<file path="src/rtl/mdu_pkg.sv">
// Shared types for the iterative multiply/divide unit: request opcodes, FSM states
// and small opcode classification helpers.
package mdu_pkg;

    typedef enum logic [2:0] {
        MDU_MULT  = 3'd0,
        MDU_MULTU = 3'd1,
        MDU_DIV   = 3'd2,
        MDU_DIVU  = 3'd3,
        MDU_MTHI  = 3'd4,
        MDU_MTLO  = 3'd5
    } mdu_op_t;

    typedef enum logic [1:0] {
        IDLE  = 2'd0,
        CALC  = 2'd1,
        FIXUP = 2'd2
    } mdu_state_t;

    function automatic logic is_signed(input mdu_op_t op);
        return (op == MDU_MULT) || (op == MDU_DIV);
    endfunction

    function automatic logic is_div(input mdu_op_t op);
        return (op == MDU_DIV) || (op == MDU_DIVU);
    endfunction

    // MULT/MULTU/DIV/DIVU run through the iterative core; MTHI/MTLO do not.
    function automatic logic is_arith(input mdu_op_t op);
        return (op == MDU_MULT) || (op == MDU_MULTU) ||
               (op == MDU_DIV)  || (op == MDU_DIVU);
    endfunction

endpackage

</file>
<file path="src/rtl/mdu_iter_core.sv">
// One-bit-per-cycle magnitude engine: a 2*WIDTH shift register shared by shift-add
// multiply and restoring divide, with a single add/subtract datapath.
module mdu_iter_core #(
    parameter int WIDTH = 32
) (
    input  logic               clk,
    input  logic               rst_n,
    input  logic               load,
    input  logic               step,
    input  logic               div_mode,
    input  logic [WIDTH-1:0]   op_a,
    input  logic [WIDTH-1:0]   op_b,
    output logic [2*WIDTH-1:0] acc
);

    logic [WIDTH-1:0] operand;
    logic [WIDTH-1:0] acc_hi;
    logic [WIDTH-1:0] acc_lo;
    logic [WIDTH:0]   addend;
    logic [WIDTH+1:0] sum;
    logic             borrow;
    logic [2*WIDTH-1:0] acc_next;

    assign acc_hi = acc[2*WIDTH-1:WIDTH];
    assign acc_lo = acc[WIDTH-1:0];

    // Divide subtracts the divisor from the partial remainder shifted left by one.
    assign addend = div_mode ? {acc_hi, acc_lo[WIDTH-1]} : {1'b0, acc_hi};
    assign sum    = div_mode ? ({1'b0, addend} - {2'b00, operand})
                             : ({1'b0, addend} + {2'b00, operand});
    assign borrow = sum[WIDTH+1];

    always_comb begin
        acc_next = acc;
        if (div_mode) begin
            if (!borrow) begin
                acc_next = {sum[WIDTH-1:0], acc_lo[WIDTH-2:0], 1'b1};
            end else begin
                acc_next = {acc[2*WIDTH-2:0], 1'b0};
            end
        end else begin
            if (acc_lo[0]) begin
                acc_next = {sum[WIDTH:0], acc_lo[WIDTH-1:1]};
            end else begin
                acc_next = {1'b0, acc_hi, acc_lo[WIDTH-1:1]};
            end
        end
    end

    // op_a seeds the low half (multiplier or dividend); op_b is the fixed addend.
    always_ff @(posedge clk) begin
        if (!rst_n) begin
            acc     <= '0;
            operand <= '0;
        end else if (load) begin
            acc     <= {{WIDTH{1'b0}}, op_a};
            operand <= op_b;
        end else if (step) begin
            acc     <= acc_next;
        end
    end

endmodule

</file>
<file path="src/rtl/mul_div_unit.sv">
// Iterative signed/unsigned multiply-divide unit with architectural HI/LO registers,
// flush, and a stall handshake for requests or HI/LO reads made while busy.
module mul_div_unit
    import mdu_pkg::*;
#(
    parameter int WIDTH = 32
) (
    input  logic             clk,
    input  logic             rst_n,
    input  logic             start,
    input  mdu_op_t          op,
    input  logic [WIDTH-1:0] src_a,
    input  logic [WIDTH-1:0] src_b,
    input  logic             hilo_rd,
    input  logic             flush,
    output logic             busy,
    output logic             stall,
    output logic             done,
    output logic [WIDTH-1:0] hi,
    output logic [WIDTH-1:0] lo
);

    localparam int CNT_W = $clog2(WIDTH + 1);

    mdu_state_t         state;
    logic [CNT_W-1:0]   cnt;
    logic               div_mode;
    logic               neg_main;
    logic               neg_rem;
    logic               div_zero;

    logic               accept;
    logic               core_load;
    logic               core_step;
    logic [WIDTH-1:0]   abs_a;
    logic [WIDTH-1:0]   abs_b;
    logic [2*WIDTH-1:0] acc;
    logic [2*WIDTH-1:0] prod_fix;
    logic [WIDTH-1:0]   quo;
    logic [WIDTH-1:0]   rem;
    logic [WIDTH-1:0]   fix_hi;
    logic [WIDTH-1:0]   fix_lo;

    assign busy  = (state != IDLE);
    assign stall = busy & (start | hilo_rd);

    assign accept    = (state == IDLE) && start && !flush && is_arith(op);
    assign core_load = accept;
    assign core_step = (state == CALC);

    assign abs_a = (is_signed(op) && src_a[WIDTH-1]) ? -src_a : src_a;
    assign abs_b = (is_signed(op) && src_b[WIDTH-1]) ? -src_b : src_b;

    mdu_iter_core #(
        .WIDTH (WIDTH)
    ) u_core (
        .clk      (clk),
        .rst_n    (rst_n),
        .load     (core_load),
        .step     (core_step),
        .div_mode (div_mode),
        .op_a     (abs_a),
        .op_b     (abs_b),
        .acc      (acc)
    );

    assign quo = acc[WIDTH-1:0];
    assign rem = acc[2*WIDTH-1:WIDTH];

    // Divide by zero leaves |a| as remainder, so sign restoration gives back src_a.
    always_comb begin
        prod_fix = neg_main ? -acc : acc;
        fix_hi   = prod_fix[2*WIDTH-1:WIDTH];
        fix_lo   = prod_fix[WIDTH-1:0];
        if (div_mode) begin
            fix_hi = neg_rem ? -rem : rem;
            fix_lo = div_zero ? {WIDTH{1'b1}} : (neg_main ? -quo : quo);
        end
    end

    always_ff @(posedge clk) begin
        if (!rst_n) begin
            state    <= IDLE;
            cnt      <= '0;
            div_mode <= 1'b0;
            neg_main <= 1'b0;
            neg_rem  <= 1'b0;
            div_zero <= 1'b0;
            done     <= 1'b0;
            hi       <= '0;
            lo       <= '0;
        end else begin
            done <= 1'b0;
            if (flush) begin
                state <= IDLE;
            end else begin
                case (state)
                    IDLE: begin
                        if (start) begin
                            if (is_arith(op)) begin
                                state    <= CALC;
                                cnt      <= '0;
                                div_mode <= is_div(op);
                                neg_main <= is_signed(op) & (src_a[WIDTH-1] ^ src_b[WIDTH-1]);
                                neg_rem  <= is_signed(op) & src_a[WIDTH-1];
                                div_zero <= (src_b == '0);
                            end else if (op == MDU_MTHI) begin
                                hi <= src_a;
                            end else if (op == MDU_MTLO) begin
                                lo <= src_a;
                            end
                        end
                    end
                    CALC: begin
                        cnt <= cnt + 1'b1;
                        if (cnt == CNT_W'(WIDTH - 1)) begin
                            state <= FIXUP;
                        end
                    end
                    FIXUP: begin
                        hi    <= fix_hi;
                        lo    <= fix_lo;
                        done  <= 1'b1;
                        state <= IDLE;
                    end
                    default: begin
                        state <= IDLE;
                    end
                endcase
            end
        end
    end

endmodule

</file>
<file path="config.mk">
export PLATFORM = sky130hd
export DESIGN_NAME = mul_div_unit
export DESIGN_NICKNAME = d
export VERILOG_FILES = /design/src/rtl/mdu_pkg.sv /design/src/rtl/mdu_iter_core.sv /design/src/rtl/mul_div_unit.sv
export SDC_FILE = /design/constraint.sdc
export NUM_CORES = 1
export LEC_CHECK = 0
export CAP_MARGIN = 10
export CORE_ASPECT_RATIO = 1.4
export CORE_MARGIN = 2
export CORE_UTILIZATION = 40
export CTS_BUF_LIST = sky130_fd_sc_hd__clkbuf_4
export DETAILED_ROUTE_END_ITERATION = 12
export GPL_TIMING_DRIVEN = 0
export SLEW_MARGIN = 10
export SYNTH_ARGS = -nofsm -noshare
export SYNTH_HDL_FRONTEND = slang
export SYNTH_HIERARCHICAL = 1
export SYNTH_SLANG_ARGS = --single-unit
</file>
<file path="constraint.sdc">
create_clock -name clk -period 4.7 [get_ports clk]
set_input_delay 0.705 -clock clk [delete_from_list [all_inputs] [get_ports clk]]
set_output_delay 0.705 -clock clk [all_outputs]
set_load 0.005 [all_outputs]
</file>
Word level (Yosys, flattened, before mapping)

Cells that the tools add are included.
Widths: inputs -> output; s select.

Flip-flop bits (word level): 173
Word-level logic and storage cells: 99
Input port bits: 72
Output and inout port bits: 67

Bitwise operators: 7
Reductions and logical operators: 25
Mux-type cells: 32
Eq/ne operators: 15
$add $sub $neg: 8

Operator list:

| cell                | count |
|---|---|
| $mux 32             | 16 |
| $mux 64             | 4 |
| $neg 32->32         | 4 |
| $pmux 32 s2         | 2 |
| $neg 64->64         | 1 |
| $add 33x32->34      | 1 |
| $mux 34             | 1 |
| $sub 33x32->34      | 1 |
| $mux 33             | 1 |
| $logic_not 32->1    | 1 |
| $mux 6              | 2 |
| $pmux 6 s2          | 1 |
| $ne 2x1->1 const B  | 4 |
| $reduce_and 4->1    | 2 |
| $reduce_bool 2->1   | 4 |
| $add 6x1->6 const B | 1 |
| $eq 3x2->1 const B  | 2 |
| $eq 3x3->1 const B  | 2 |
| $eq 6x5->1 const B  | 1 |
| $mux 2              | 3 |
| $ne 2x2->1 const B  | 3 |
| $reduce_and 6->1    | 1 |
| $logic_and 1x1->1   | 5 |
| $logic_or 1x1->1    | 5 |
| other kinds (15)    | 19 |

Longest topological paths before layout

Gate-level depths: netlist of the first run.

Depth in word-level cells: 7
Depth in mapped cells: 19
Gate-level depth less buffers: 17

Modules after synthesis

Netlist of the first run, hierarchy kept.

Modules (own cells, without submodules):

| module        | area each (um^2) | cells each | seq. area each (um^2) | instances |
|---|---|---|---|---|
| mdu_iter_core | 7,887.6          | 969        | 1,921.8               | 1 |
| mul_div_unit  | 6,794.0          | 935        | 1,541.5               | 1 |

Least setup slack after synthesis of the first run

No wires, ideal clock.

Path type: register -> register
Start point: register div_mode
End point: register u_core.acc[53]
Setup slack: 38 ps
Library setup time: 136 ps
Required time: 4,564 ps
Clock period less this slack: 4,662 ps
Data arrival time: 4,527 ps
Stages on the path, launching flop included: 18
Buffers on the path: 6
Path through: dfxtp_1 -> buf_2 -> buf_1 -> clkbuf_1 -> clkbuf_1 -> mux2_2 -> ha_1 -> clkbuf_1 -> nand4_1 -> o221ai_1 -> a31oi_1 -> o211ai_1 -> a21boi_1 -> o21a_4 -> xnor2_2 -> buf_6 -> mux2i_1 -> o221ai_1

Longest elaborated chain between the ends: 5
Elaborated cells between the ends (all ways): 7
Classes of those cells: add/sub: 2; mux: 5

Ends and longest elaborated chain:

| what                                                    | RTL line                                 | text |
|---|---|---|
| start: declaration                                      | mul_div_unit.sv:27                       | `logic div_mode;` |
| start signal: assignment                                | mul_div_unit.sv:103                      | `div_mode <= is_div(op);` |
| $mux 33                                                 | mdu_iter_core.sv:28                      | `assign addend = div_mode ? {acc_hi, acc_lo[WIDTH-1]} : {1'b0, acc_hi};` |
| $add 33x32->34 / $sub 33x32->34 (equally long branches) | mdu_iter_core.sv:30, mdu_iter_core.sv:29 |  |
| $mux 34                                                 | mdu_iter_core.sv:29                      | `assign sum = div_mode ? ({1'b0, addend} - {2'b00, operand})` |
| $mux 64 (on tied branches)                              | mdu_iter_core.sv:42, mdu_iter_core.sv:36 |  |
| $mux 64 (*)                                             | mdu_iter_core.sv:35                      | `if (div_mode) begin` |
| end signal: assignment                                  | mdu_iter_core.sv:56                      | `acc <= {{WIDTH{1'b0}}, op_a};` |
| end signal: assignment                                  | mdu_iter_core.sv:59                      | `acc <= acc_next;` |
| end: declaration                                        | mdu_iter_core.sv:13                      | `output logic [2*WIDTH-1:0] acc` |

Mark *: on every way between the ends. The rest lies on a longest branch, timed or not.
A chain may end at the register's enable or synchronous reset.

Final worst setup path of the first run

Start point: register u_core.operand[0]
End point: register u_core.acc[61]

Longest elaborated chain between the ends: 4
Elaborated cells between the ends (all ways): 6
Classes of those cells: add/sub: 2; mux: 4

Ends and longest elaborated chain:

| what                                                    | RTL line                                 | text |
|---|---|---|
| start: declaration                                      | mdu_iter_core.sv:16                      | `logic [WIDTH-1:0] operand;` |
| start signal: assignment                                | mdu_iter_core.sv:57                      | `operand <= op_b;` |
| $add 33x32->34 / $sub 33x32->34 (equally long branches) | mdu_iter_core.sv:30, mdu_iter_core.sv:29 |  |
| $mux 34 (*)                                             | mdu_iter_core.sv:29                      |  |
| $mux 64 (on tied branches)                              | mdu_iter_core.sv:42, mdu_iter_core.sv:36 |  |
| $mux 64 (*)                                             | mdu_iter_core.sv:35                      |  |

Marked as above.

==> flow_summary.toml, run 1 <==
[timing]
setup_viol = 0
fin_skew_ns = 0.0234
slew_headroom = 0.106
rsz0062_at_grt = "true"
hold_viol_final = 0
period_needed_ns = 4.56
fin_ws_ns = 0.138
timing.final.crit_share = 0.971
fmax_mhz = 219
slew_violations = 0
tns_ns = 0
worst-slew-pin-transition_ns = 1.33

[finish]
seqCellArea_sq_um = 3470
nNetsFinal = 2169
synthToLayoutAreaGrowth_pct = 17.6
multi_input_area_sq_um = 10800
layout_commonest_cell = "dfxtp_1"
layout.cells.non_filler = 2541
drive_gt1_frac = 0.0792
fillerInstances = 3748
final_cell_mix = "dfxtp_1, a21oi_1, nand2_1"

[worst_setup_path]
path_class = "reg -> reg"
worst_path_max_delay_cell = "or4_4"
cpLargestDelayFamily = "compound AO/OA/AOI/OAI gates"
crit_buf_inv = 2
slowest_delay_ns = 0.60
arrival_ns = 5.11
crit_fanout = 7
cp-start-kind = "register"
crit_path_end_kind = "register"
path_cells = "or4_4 -> o41ai_2 -> xor2_1 -> ha_2 -> nand4_1 -> o221ai_2 -> a31oi_1 -> o211ai_1 -> a21boi_2 -> buf_4 -> o21ai_4 -> buf_6 -> mux2_1 -> a21oi_1 -> o31ai_1"
required_ns = 5.25

[pwr]
cellLeakagePower_nw = 5.91
ir_drop_mv = 0.132
powerDensity_nw_per_um2 = 240

[synth]
ys_warn_count = 6
synthesis.nets = 2015
synth_compound_area_frac = 0.260
synth-seq-cells = 173
synth_seq_area_share = 0.236
synth_simple_gate_area_frac = 0.223
synthesis.area_sq_um = 14700
avgSynthCellArea_sq_um = 7.71
synth-edff-count = 0
muxShareOfSynthArea = 0.100
synth_flop_cell = "dfxtp_1"
synth_cell_types = 87
synth_xor_area_frac = 0.101
syn_inst = 1904
synth_fa_ha_area_frac = 0.0337
synth_top_family_by_area = "compound AO/OA/AOI/OAI gates"
synthArstFlopShare = 0

[min_path]
hold_path.class = "reg -> reg"

[global_route]
gr-usage-met1 = 0.339
gr-usage-all-layers = 0.310
gr-max-usage-layer = "met2"
grt_use_met2 = 0.539
met3_usage = 0.0367
grt_pass1_wl_um = 91000
antenna_found_initial = 1
grt_overflow = 0
grt_max_degree = 17
grt_pass1_vias = 15000

[floorplan]
die-area_sq_um = 38300
die_y_um = 231
core_sq_um = 36500
start_util = 0.403
rows = 83
die_w_um = 166
io_pins = 139

[routing]
dr.pass1.iters = 8
wl_per_cell_um = 24.1
vias_per_cell = 6.19
num_vias = 15700
drc = 0
drt_iter0_drc = 1363
antenna_left = 0
drt_wl_total_um = 61400

[cts]
cts_buffers = 17
clock_latency_ns = 0.68
clock-root-buffer = "clkbuf_4"
clkSinkCount = 173
htreeDepth = 4
holdBufCountCts = 0
cts_tree = "built"
clkTransAtPathRegs_ns = 0.16
cts_buffer_depth = 2

[placed_design]
globalplace.congestion = 0.989
detailed_place_hpwl_um = 48900
numPortBuffers = 136
pre_cts_slack_ns = -1.64
dp_cells = 2507

[job]
drv_cap = 0

[outcome]
status = "finished clean"
-- worst paths after layout --
| check | cells after the start | slack, ns | startpoint | to |
|---|---|---|---|---|
| worst max-delay path | 15 | 0.14 | u_core/operand[0] | u_core/acc[61] |
| worst min-delay path | 2 | 0.47 | lo[14] | lo[14] |
| worst max register to register | 15 | 0.14 | u_core/operand[0] | u_core/acc[61] |
| worst min register to register | 2 | 0.47 | lo[14] | lo[14] |
-- routing by layer --
metal  routed length (um)  part of all wire
met5                    0                 0
met4                 5740             0.094
met3                 3130             0.051
met2                29600              0.48
met1                22900              0.37
-- worst register-to-register path, delay by kind of cell, from the launching register on --
family,cells,cell delay (ns)
compound gates,8,1.64
xor+xnor,1,0.58
fa+ha+maj,1,0.35
buf+inv,2,0.39
flops,1,0.41
mux,1,0.32
simple gates,2,0.75
-- state kept, by name, indices dropped and copies added (netlist names) --
name            count
cnt                 6
div_mode            1
div_zero            1
done                1
hi                 32
lo                 32
neg_main            1
neg_rem             1
state               2
u_core/acc         64
u_core/operand     32
-- final cells by class --
cell class | instances | share of cell area
inverters | 40 | 0.00869
flip-flops and latches | 173 | 0.201
clock inverters | 14 | 0.00898
repair buffers | 146 | 0.0832
well taps | 467 | 0.0338
clock buffers | 18 | 0.00782
multi-input cells | 1557 | 0.625
diodes | 3 | 0.000435
plain buffers | 123 | 0.0309
-- synthesized netlist by cell type (53+ instances only) --
cell,n,area share
xor2_1,60,0.036
dfxtp_1,173,0.24
nor2_1,142,0.036
clkbuf_1,114,0.029
o21ai_0,81,0.028
a21oi_1,166,0.057
nor3_1,53,0.018
nor2b_1,88,0.037
mux2i_1,109,0.074
xnor2_1,107,0.064
nand2_1,144,0.037
a211oi_1,54,0.028
-- metrics by stage --
stage	utilization	power [mW]	hold WS, ns	cell area (sq um)
floorplan	-	2.58	0.442	14700
global placement	0.456	3.08	0.449	16600
detailed placement	0.456	3.10	0.456	16600
CTS	0.469	4.08	0.475	17100
global route	0.474	4.31	0.487	17300
finish	0.474	4.14	0.471	17300
-- timing repair --
action / in CTS / in global routing
pin swaps: 8 / 7
resized for setup: 40 / 36
cloned: 0 / 1
buffers inserted: 5 / 4
endpoints found under the setup margin: 33 / 32
-- where the power goes --
part	switching [mW]	leakage, nW	total [mW]	internal [mW]
Clock	0.622	0.162	0.955	0.333
Combinational	0.997	4.34	1.61	0.609
Sequential	0.0746	1.40	1.58	1.51
Total	1.69	5.91	4.14	2.45
-- cells by family after synthesis --
kind of cell,after synthesis
compound gates,571
simple gates,636
mux,143
xor+xnor,168
fa+ha+maj,39
flops,173
buf+inv,174
No activity file was read; power rests on OpenSTA's default activity.
==> run 2, diff against run 1 <==
--- a/config.mk
+++ b/config.mk
@@ -15,5 +15,4 @@
 export SLEW_MARGIN = 10
 export SYNTH_ARGS = -nofsm -noshare
 export SYNTH_HDL_FRONTEND = slang
-export SYNTH_HIERARCHICAL = 1
 export SYNTH_SLANG_ARGS = --single-unit
==> run 2 against run 1 <==
Sequential power is essentially flat. Final cell count shrank 2.7%. Combinational power shrank 20%. Utilization grew 1.2 points. Non-clock buffer count grew 21. Power shrank 8.9%. Via count shrank 4.7%. Highest routed layer is now met5.
==> flow_summary.toml, run 2 <==
[outcome]
status = "finished clean"

[synth]
yosysMostFrequentCell = "nand2_1"
syn_inst = 1851
ys_warn_count = 0
synthesis.nets = 1962
synth_flop_cell = "dfxtp_1"
synthArstFlopShare = 0
synth_top_area_cell = "dfxtp_1"
avgSynthCellArea_sq_um = 7.54
synth_seq_area_share = 0.248
synth_cell_types = 73
synth_top_area_share = 0.248
synthesis.area_sq_um = 13900
synth-edff-count = 0
synthTopCellsByArea = "dfxtp_1, a21oi_1, xnor2_1"
synth-seq-cells = 173
ys_top_cells_by_count = "nand2_1, dfxtp_1, a21oi_1"

[routing]
drt_wl_total_um = 60700
dr.pass1.iters = 8
wl_met1_um = 22200
num_vias = 15000
met2WireLength_um = 29500
wl_met3_um = 3380
drc = 0
drt_iter0_drc = 1361
vias_per_cell = 6.07
wl_per_cell_um = 24.5
antenna_left = 0
top_layer = "met5"

[placed_design]
pre_cts_slack_ns = -2.13
numPortBuffers = 137
detailed_place_hpwl_um = 48200
globalplace.congestion = 1.00

[worst_setup_path]
path_class = "reg -> reg"
crit_path_end_kind = "register"
cp-start-kind = "register"
crit_fanout = 6
required_ns = 5.28
arrival_ns = 5.13
r2r_setup_slack_ns = 0.15
r2r_cells = 19

[global_route]
antenna_found_initial = 2
grt_pass1_wl_um = 90000
gr-usage-all-layers = 0.328
grt_max_degree = 20
grt_pass1_vias = 14700
grt_overflow = 0

[timing]
worst-slew-pin-transition_ns = 1.12
fin_skew_ns = 0.0251
hold_viol_final = 0
period_needed_ns = 4.55
slew_headroom = 0.251
timing.final.crit_share = 0.968
fin_ws_ns = 0.152
tns_ns = 0
slew_violations = 0
fmax_mhz = 220
rsz0062_at_grt = "true"
setup_viol = 0

[cts]
cts_tree = "built"
clkTransAtPathRegs_ns = 0.16
htreeDepth = 4
cts_buffers = 17
holdBufCountCts = 0
clock_latency_ns = 0.68
clock-root-buffer = "clkbuf_4"
cts_buffer_depth = 2
clkSinkCount = 173

[pwr]
clkPwrFrac = 0.241
switching_share = 0.392
share_comb_of_total_power = 0.343
p_switching_mw = 1.48
cellLeakagePower_nw = 6.40
finalPower_mw = 3.77
p_int_mw = 2.30
powerDensity_nw_per_um2 = 227
seqPwrFrac = 0.416
ir_drop_mv = 0.148

[floorplan]
die-area_sq_um = 36400
rows = 80
core_sq_um = 34200
die_y_um = 225
io_pins = 139
start_util = 0.407
die_w_um = 162

[finish]
nNetsFinal = 2116
final_cell_mix = "nand2_1, dfxtp_1, a21oi_1"
fillerInstances = 3533
synthToLayoutAreaGrowth_pct = 19.2
final_util = 0.486
largest_register_ffs = 64
drive_gt1_frac = 0.0902
layout_commonest_cell = "nand2_1"
top_register = "u_core.acc"

[min_path]
hold_path.class = "reg -> reg"
min_path_cells = 2

[job]
drv_cap = 0
==> run 2: changes by cell type in the layout (fill, tap and decap cells not counted), sizes merged, moves of 28 or more <==
cell | before | now
nor2b | 88 | 24
mux2i | 109 | 45
o21ai | 84 | 117
nand2 | 144 | 199
clkbuf | 122 | 150
o211a | 0 | 42
==> run 2: timing repair <==
action | CTS | global route
endpoints found under the setup margin | 33 | 33
buffers inserted | 4 | 2
gates resized for setup | 55 | 57
endpoints found under the hold margin | 0 | 0
gates cloned | 1 | 0
pin swaps | 4 | 12
==> run 2: final cells by class <==
type | count | area [sq um] | area share
Antenna cell | 3 | 7.51 | 0.000451
Buffer | 146 | 638 | 0.0384
Clock buffer | 20 | 150 | 0.00903
Clock inverter | 12 | 113 | 0.00677
Inverter | 30 | 116 | 0.00700
Multi-Input combinational cell | 1493 | 10200 | 0.610
Sequential cell | 173 | 3470 | 0.209
Tap cell | 451 | 564 | 0.0339
Timing Repair Buffer | 144 | 1420 | 0.0855
==> run 2: per-stage QoR <==
step	cell area, sq um	cells	hold slack [ns]
global placement	15900	2439	0.440
finish	16600	2472	0.478
CTS	16400	2471	0.479
global route	16600	2471	0.494
detailed placement	15900	2439	0.444
floorplan	14000	1851	0.443
==> run 2: final timing paths <==
kind	startpoint	end
setup reg to reg	u_core.operand[13]	u_core.acc[47]
setup / recovery	u_core.operand[13]	u_core.acc[47]
hold / removal	lo[3]	lo[3]
hold reg to reg	lo[3]	lo[3]
==> run 2: power by group through the flow <==
stage / registers, mW / logic (mW) / clock network (mW)
3_3_place_gp: 1.59 / 1.18 / 0
6_report: 1.57 / 1.29 / 0.910
5_1_grt: 1.57 / 1.39 / 0.958
4_1_cts: 1.57 / 1.22 / 0.908
3_5_place_dp: 1.59 / 1.18 / 0
2_1_floorplan: 1.58 / 0.767 / 0
==> run 2: logic make-up (layout without fill, tap and decap cells) <==
kind of cell               Yosys count  in the layout  share of synthesized area
AOI/OAI and AO/OA                  590            590                      0.282
xor gates and xnor gates           174            174                      0.109
buffers and inverters              185            352                     0.0507
and+or+nand+nor                    601            601                      0.207
muxes                               89             89                     0.0678
adders and majority gates           39             39                     0.0355
other                                0              3                          0
DFF                                173            173                      0.248
==> run 2: layer usage <==
layer	vias to the layer above	global-route usage
met5	-	0
met3	233	0.0462
met1	7060	0.350
li1	7056	-
met4	2	0.272
met2	648	0.571
==> run 2: critical path, stage by stage, from the launching register on <==
cell and delay (ns):
dfxtp_2 0.41, or4_4 0.58, or3_1 0.43, nor2_2 0.15
and2_1 0.22, a31oi_1 0.15, xnor2_2 0.45, ha_4 0.30
nand3_1 0.10, nor2_2 0.06, and3_1 0.21, nand2_1 0.09
a21boi_2 0.08, nor4_4 0.25, buf_4 0.18, clkbuf_2 0.17
buf_4 0.15, mux2i_1 0.22, a221oi_2 0.08, a21o_1 0.18
